## config.mk

```make
export PLATFORM = sky130hd
export DESIGN_NAME = sim_run_monitor
export DESIGN_NICKNAME = d
export VERILOG_FILES = /design/src/rtl/sim_run_monitor.sv
export SDC_FILE = /design/constraint.sdc
export NUM_CORES = 1
export LEC_CHECK = 0
export CORE_MARGIN = 3
export CORE_UTILIZATION = 35
export DETAILED_ROUTE_END_ITERATION = 10
export GPL_ROUTABILITY_DRIVEN = 0
export PLACE_DENSITY = 0.55
export SKIP_LAST_GASP = 1
export SYNTH_ARGS = -nofsm -noshare
export SYNTH_HDL_FRONTEND = slang
export SYNTH_SLANG_ARGS = --single-unit
```

## constraint.sdc

```tcl
create_clock -name CLK -period 12.7 [get_ports CLK]
set_input_delay 3.81 -clock CLK [delete_from_list [all_inputs] [get_ports CLK]]
set_output_delay 3.81 -clock CLK [all_outputs]
set_load 0.03 [all_outputs]
```

## src/rtl/sim_run_monitor.sv

```systemverilog
// Observe-only run-control monitor: halt-address matching, cycle watchdog and a
// first-word-fall-through trace of load/store traffic inside an address window.
module sim_run_monitor #(
  parameter int unsigned                 XLEN           = 32,
  parameter int unsigned                 NUM_HALT       = 4,
  parameter logic [NUM_HALT*XLEN-1:0]    HALT_ADDRS     = {4{32'h0000009c}},
  parameter logic [63:0]                 TIMEOUT_CYCLES = 64'd400000000,
  parameter int unsigned                 TRACE_DEPTH    = 16,
  parameter logic [XLEN-1:0]             TRACE_MASK     = 32'hFFF00000,
  parameter logic [XLEN-1:0]             TRACE_MATCH    = 32'h00100000,
  localparam int unsigned                IW             = (NUM_HALT > 1) ? $clog2(NUM_HALT) : 1
) (
  input  logic            CLK,
  input  logic            RST,
  input  logic            START,
  input  logic [XLEN-1:0] PC,
  input  logic            PC_VALID,
  input  logic            DMWE,
  input  logic            DMRE,
  input  logic [XLEN-1:0] DADDR,
  input  logic [XLEN-1:0] WDATA,
  input  logic [XLEN-1:0] RDATA,
  output logic [1:0]      STATE,
  output logic            DONE,
  output logic [IW-1:0]   HALT_IDX,
  output logic [63:0]     CYCLE_CNT,
  input  logic            TR_RE,
  output logic            TR_VALID,
  output logic            TR_IS_ST,
  output logic [XLEN-1:0] TR_ADDR,
  output logic [XLEN-1:0] TR_DATA,
  output logic            TR_FULL,
  output logic [15:0]     TR_DROP
);

  typedef enum logic [1:0] {
    ST_IDLE    = 2'd0,
    ST_RUN     = 2'd1,
    ST_HALTED  = 2'd2,
    ST_TIMEOUT = 2'd3
  } state_e;

  localparam int unsigned    PW      = (TRACE_DEPTH > 1) ? $clog2(TRACE_DEPTH) : 1;
  localparam int unsigned    CW      = $clog2(TRACE_DEPTH) + 1;
  localparam int unsigned    EW      = 2 * XLEN + 1;
  localparam logic [63:0]    TO_LAST = TIMEOUT_CYCLES - 64'd1;
  localparam logic [CW-1:0]  DEPTH_C = CW'(TRACE_DEPTH);

  state_e          state_q;
  logic            done_q;
  logic [IW-1:0]   halt_idx_q;
  logic [63:0]     cycle_q;

  logic [EW-1:0]   mem_q [TRACE_DEPTH];
  logic [PW-1:0]   rd_q, rd_d;
  logic [PW-1:0]   wr_q, wr_d;
  logic [CW-1:0]   count_q, count_d;
  logic [15:0]     drop_q, drop_d;
  logic            valid_q;
  logic            full_q;

  logic            halt_hit_s;
  logic [IW-1:0]   halt_sel_s;
  logic            timeout_hit_s;
  logic            in_run_s;
  logic            cap_s;
  logic            pop_s;
  logic            push_s;
  logic            drop_s;
  logic [EW-1:0]   entry_s;
  logic [EW-1:0]   head_s;

  // Halt comparators; scanning downward lets the lowest matching index win.
  always_comb begin
    halt_hit_s = 1'b0;
    halt_sel_s = {IW{1'b0}};
    for (int i = NUM_HALT - 1; i >= 0; i--) begin
      if (PC_VALID && (PC == HALT_ADDRS[i*XLEN +: XLEN])) begin
        halt_hit_s = 1'b1;
        halt_sel_s = IW'(i);
      end else begin
        halt_hit_s = halt_hit_s;
      end
    end
    timeout_hit_s = (TIMEOUT_CYCLES != 64'd0) && (cycle_q == TO_LAST);
  end

  // Run-control FSM; a halt outranks a timeout on the same edge.
  always_ff @(posedge CLK or posedge RST) begin
    if (RST) begin
      state_q    <= ST_IDLE;
      done_q     <= 1'b0;
      halt_idx_q <= {IW{1'b0}};
      cycle_q    <= 64'd0;
    end else if (START) begin
      state_q <= ST_RUN;
      done_q  <= 1'b0;
      cycle_q <= 64'd0;
    end else begin
      case (state_q)
        ST_RUN: begin
          cycle_q <= cycle_q + 64'd1;
          if (halt_hit_s) begin
            state_q    <= ST_HALTED;
            done_q     <= 1'b1;
            halt_idx_q <= halt_sel_s;
          end else if (timeout_hit_s) begin
            state_q <= ST_TIMEOUT;
            done_q  <= 1'b1;
          end
        end
        default: begin
          state_q <= state_q;
        end
      endcase
    end
  end

  // Capture qualification; a combined read/write records only the store.
  always_comb begin
    in_run_s = (state_q == ST_RUN) && !START;
    cap_s    = in_run_s && ((DADDR & TRACE_MASK) == TRACE_MATCH) && (DMWE || DMRE);
    if (DMWE) begin
      entry_s = {1'b1, DADDR, WDATA};
    end else begin
      entry_s = {1'b0, DADDR, RDATA};
    end
    pop_s  = TR_RE && valid_q && !START;
    push_s = cap_s && (!full_q || pop_s);
    drop_s = cap_s && full_q && !pop_s;
  end

  // FIFO pointer, occupancy and drop-counter next state; START flushes everything.
  always_comb begin
    rd_d    = rd_q;
    wr_d    = wr_q;
    count_d = count_q;
    drop_d  = drop_q;
    if (START) begin
      rd_d    = {PW{1'b0}};
      wr_d    = {PW{1'b0}};
      count_d = {CW{1'b0}};
      drop_d  = 16'd0;
    end else begin
      if (pop_s) begin
        rd_d = rd_q + PW'(1'b1);
      end else begin
        rd_d = rd_q;
      end
      if (push_s) begin
        wr_d = wr_q + PW'(1'b1);
      end else begin
        wr_d = wr_q;
      end
      count_d = count_q + CW'(push_s) - CW'(pop_s);
      if (drop_s && (drop_q != 16'hFFFF)) begin
        drop_d = drop_q + 16'd1;
      end else begin
        drop_d = drop_q;
      end
    end
  end

  // FIFO control registers; valid/full are registered from the next occupancy.
  always_ff @(posedge CLK or posedge RST) begin
    if (RST) begin
      rd_q    <= {PW{1'b0}};
      wr_q    <= {PW{1'b0}};
      count_q <= {CW{1'b0}};
      drop_q  <= 16'd0;
      valid_q <= 1'b0;
      full_q  <= 1'b0;
    end else begin
      rd_q    <= rd_d;
      wr_q    <= wr_d;
      count_q <= count_d;
      drop_q  <= drop_d;
      valid_q <= (count_d != {CW{1'b0}});
      full_q  <= (count_d == DEPTH_C);
    end
  end

  // Trace storage; contents are only observable through the valid-gated head.
  always_ff @(posedge CLK) begin
    if (push_s) begin
      mem_q[wr_q] <= entry_s;
    end
  end

  assign head_s    = mem_q[rd_q];
  assign STATE     = state_q;
  assign DONE      = done_q;
  assign HALT_IDX  = halt_idx_q;
  assign CYCLE_CNT = cycle_q;
  assign TR_VALID  = valid_q;
  assign TR_FULL   = full_q;
  assign TR_DROP   = drop_q;
  assign TR_IS_ST  = valid_q & head_s[EW-1];
  assign TR_ADDR   = valid_q ? head_s[2*XLEN-1:XLEN] : {XLEN{1'b0}};
  assign TR_DATA   = valid_q ? head_s[XLEN-1:0]      : {XLEN{1'b0}};

endmodule

```

==> run_results.csv <==
group,metric,value,unit
synthesis,synth-main-ff-cell,"edfxtp_1",
global_routing,grt_usage,0.165,
floorplanning,chipHeight,366,µm
global_routing,grt_pass1_wl,163000,µm
floorplanning,rows,131,
final_layout,synthToLayoutAreaGrowth,20.0,%
final_layout,layout.cells.non_filler,4332,
drt,ant_nets,0,
setup_path,cp_slowest_cell,"dfrtp_4",
final_layout,fill_cells,11100,
drt,wl_met1,47600,µm
timing,worst_pin_slew,1160,ps
setup_path,crit_arrival,4500,ps
setup_path,start_kind,"register",
drt,drt_iter0_drc,1911,
cts,cts_tree,"built",
power_and_ir_drop,leakagePower,16.7,nW
cts,clk_latency,710,ps
cts,clk_path_buf_depth,3,
cts,cts_max_level,3,
cts,cts_made_buffers,118,
power_and_ir_drop,power,9.17,mW
timing,fin_skew,46.6,ps
timing,setup_viol,0,
synthesis,synth.avg_cell_area,20.8,µm²
drt,first_pass_iters,5,
setup_path,required,8890,ps
drt,wl_met3,7960,µm
synthesis,synth-edff-count,1040,
cts,cts-resized-gates,0,
setup_path,crit_buf_inv,2,
setup_path,path_class,"register to primary output",
global_routing,grt_max_degree,151,
setup_path,r2r_slack,8630,ps
synthesis,ys_seq_area_frac,0.743,
synthesis,netlist_area,45300,µm²
setup_path,cp-end-kind,"primary output",
timing,fmax,0.120,GHz
cts,clkSinkCount,1137,
floorplanning,core_area,128000,µm²
synthesis,ys_ff_latch,1137,
synthesis,ys_warn_count,0,
drt,wl,110000,µm
job,cap_violations,0,
synthesis,ys_types,48,
run_status,status,"completed",
setup_path,max_stage_delay,900,ps
floorplanning,die_area,134000,µm²
drt,wl_per_cell,25.4,µm
floorplanning,initial_core_util,0.354,
synthesis,synth-async-reset-ratio,0.0853,
drt,vias,22900,
timing,fin_crit,8310,ps
hold_path,hold_class,"register to register",
power_and_ir_drop,pwr_density_cell,169,nW/µm²
place,io_buffers,284,
setup_path,path_delay_family,"buffers and inverters",
cts,cts_setup_buffers,0,
cts,cts_hold_buf,0,
final_layout,final_nets,2645,
cts,cts_root_buffer,"clkbuf_16",
drt,viasPerCell,5.28,
drt,highest_layer,"met5",
timing,rsz0062_at_grt,"false",
global_routing,grt_pass1_vias,24100,
timing,final.period_utilization,0.654,
place,dp.cells,4106,
drt,drcViolationCount,0,
timing,hold_violations,0,
setup_path,cp_common_cell,"mux4_2",
floorplanning,ios,287,
global_routing,overflow,0,
place,dp_hpwl,61000,µm
timing,slew_headroom,0.226,
global_routing,antenna_found_initial,6,
setup_path,critPathMaxFanout,45,
power_and_ir_drop,peakVddDrop,0.143,mV
drt,dr_wl_met2,52400,µm
timing,final.setup.tns,0,ps
floorplanning,die-width,366,µm
timing,slew_violations,0,
synthesis,synth_cells,2172,
cts,clk_pin_slew_worst_paths,60,ps
setup_path,crit_chain,"buf_4 > mux4_2 > mux4_2 > and2_1 > clkdlybuf4s50_1",
final_layout,drive_gt1_frac,0.236,
final_layout,fin_util,0.424,
## worst min-delay path, delay by kind of cell, from the launching register on
family          cells  cell delay, ps
flops               1             420
compound gates      2             140
## cells by family after synthesis
logic type | count (synthesis) | synth area share
compound gates | 101 | 0.0132
fa+ha+maj | 13 | 0.00376
flops | 1137 | 0.743
mux | 364 | 0.171
other cells | 1 | 0.0000828
buf+inv | 138 | 0.0120
xor+xnor | 38 | 0.00735
simple gates | 380 | 0.0487
## cell usage after synthesis, drive strengths merged, types with 12 or more instances
cell	count	area [µm²]
buf	27	128
or3	22	138
mux2	37	417
nand4	24	156
xnor2	26	228
dfrtp	97	2430
nor4	26	163
clkbuf	87	327
mux4	325	7320
nand3	38	190
xor2	12	105
and2	80	500
nand2	35	131
edfxtp	1040	31200
inv	24	90.1
nor3	18	90.1
a21oi	47	235
or4	31	236
ha	12	150
o31ai	24	180
nor2	52	195
o21ai	20	100
## worst paths after layout
check / depth (start not counted) / end / startpoint
worst max-delay path: 5 / TR_DATA[25] / rd_q[0]$_DFFE_PP0P_
worst min-delay path: 2 / TR_DROP[6]$_DFFE_PP0P_ / TR_DROP[6]$_DFFE_PP0P_
worst max register to register: 6 / mem_q[8][29]$_DFFE_PP_ / STATE[1]$_DFFE_PP0P_
worst min register to register: 2 / TR_DROP[6]$_DFFE_PP0P_ / TR_DROP[6]$_DFFE_PP0P_
max in group asynchronous: 3 / rd_q[3]$_DFFE_PP0P_ / RST
min in group asynchronous: 2 / TR_DROP[14]$_DFFE_PP0P_ / RST
## layout by cell type, fill, tap and decap left out, types with 5 or more instances in the layout
cell type / instances
a21oi_1: 47
and2_1: 68
and2_4: 12
and3_1: 9
and4_1: 9
buf_4: 33
bufinv_16: 23
clkbuf_1: 14
clkbuf_16: 120
clkdlybuf4s50_1: 282
clkinv_1: 23
clkinv_2: 26
clkinvlp_4: 7
dfrtp_1: 92
edfxtp_1: 1040
ha_1: 12
inv_1: 23
inv_6: 5
mux2_2: 37
mux4_2: 325
nand2_1: 35
nand3_1: 38
nand4_1: 23
nor2_1: 52
nor2b_1: 10
nor3_1: 18
nor4_1: 25
nor4b_1: 6
o21ai_0: 20
o31ai_1: 24
or3_1: 22
or4_1: 30
xnor2_1: 26
xor2_1: 12
## area by class of cell
cell class,instances,area (µm²),share of cell area
timing repair buffer,318,3120,0.0573
tap,1729,2160,0.0398
antenna,3,7.51,0.000138
clock inverter,89,1090,0.0201
inverter,24,92.6,0.00170
clock buffer,134,3060,0.0562
sequential,1137,33700,0.620
multi-input combinational,898,11100,0.205
## state kept, by name (all words and copies together), names as in the netlist
register	flops
rd_q	4
TR_VALID	1
mem_q	1040
TR_DROP	16
STATE	2
TR_FULL	1
CYCLE_CNT	64
wr_q	4
count_q	5
## power breakdown
| group | internal, mW | switching [mW] | total, mW |
|---|---|---|---|
| clock network | 2.20 | 1.46 | 3.65 |
| logic | 0.663 | 0.684 | 1.35 |
| registers | 4.11 | 0.0568 | 4.17 |
## through the flow
stage / worst slack (ps) / hold slack [ps] / instance area, µm²
floorplan: 2490 / 551 / 45300
global placement: 4540 / 559 / 50200
detailed placement: 4520 / 584 / 50200
CTS: 4150 / 598 / 54300
global route: 4050 / 629 / 54300
finish: 4390 / 603 / 54300
## layer usage
metal,global-route usage,up-vias
met3,0.0361,151
met4,0.0410,2
li1,-,9714
met1,0.233,12200
met5,0,-
met2,0.262,835
Power figures use the tool's default switching activity.
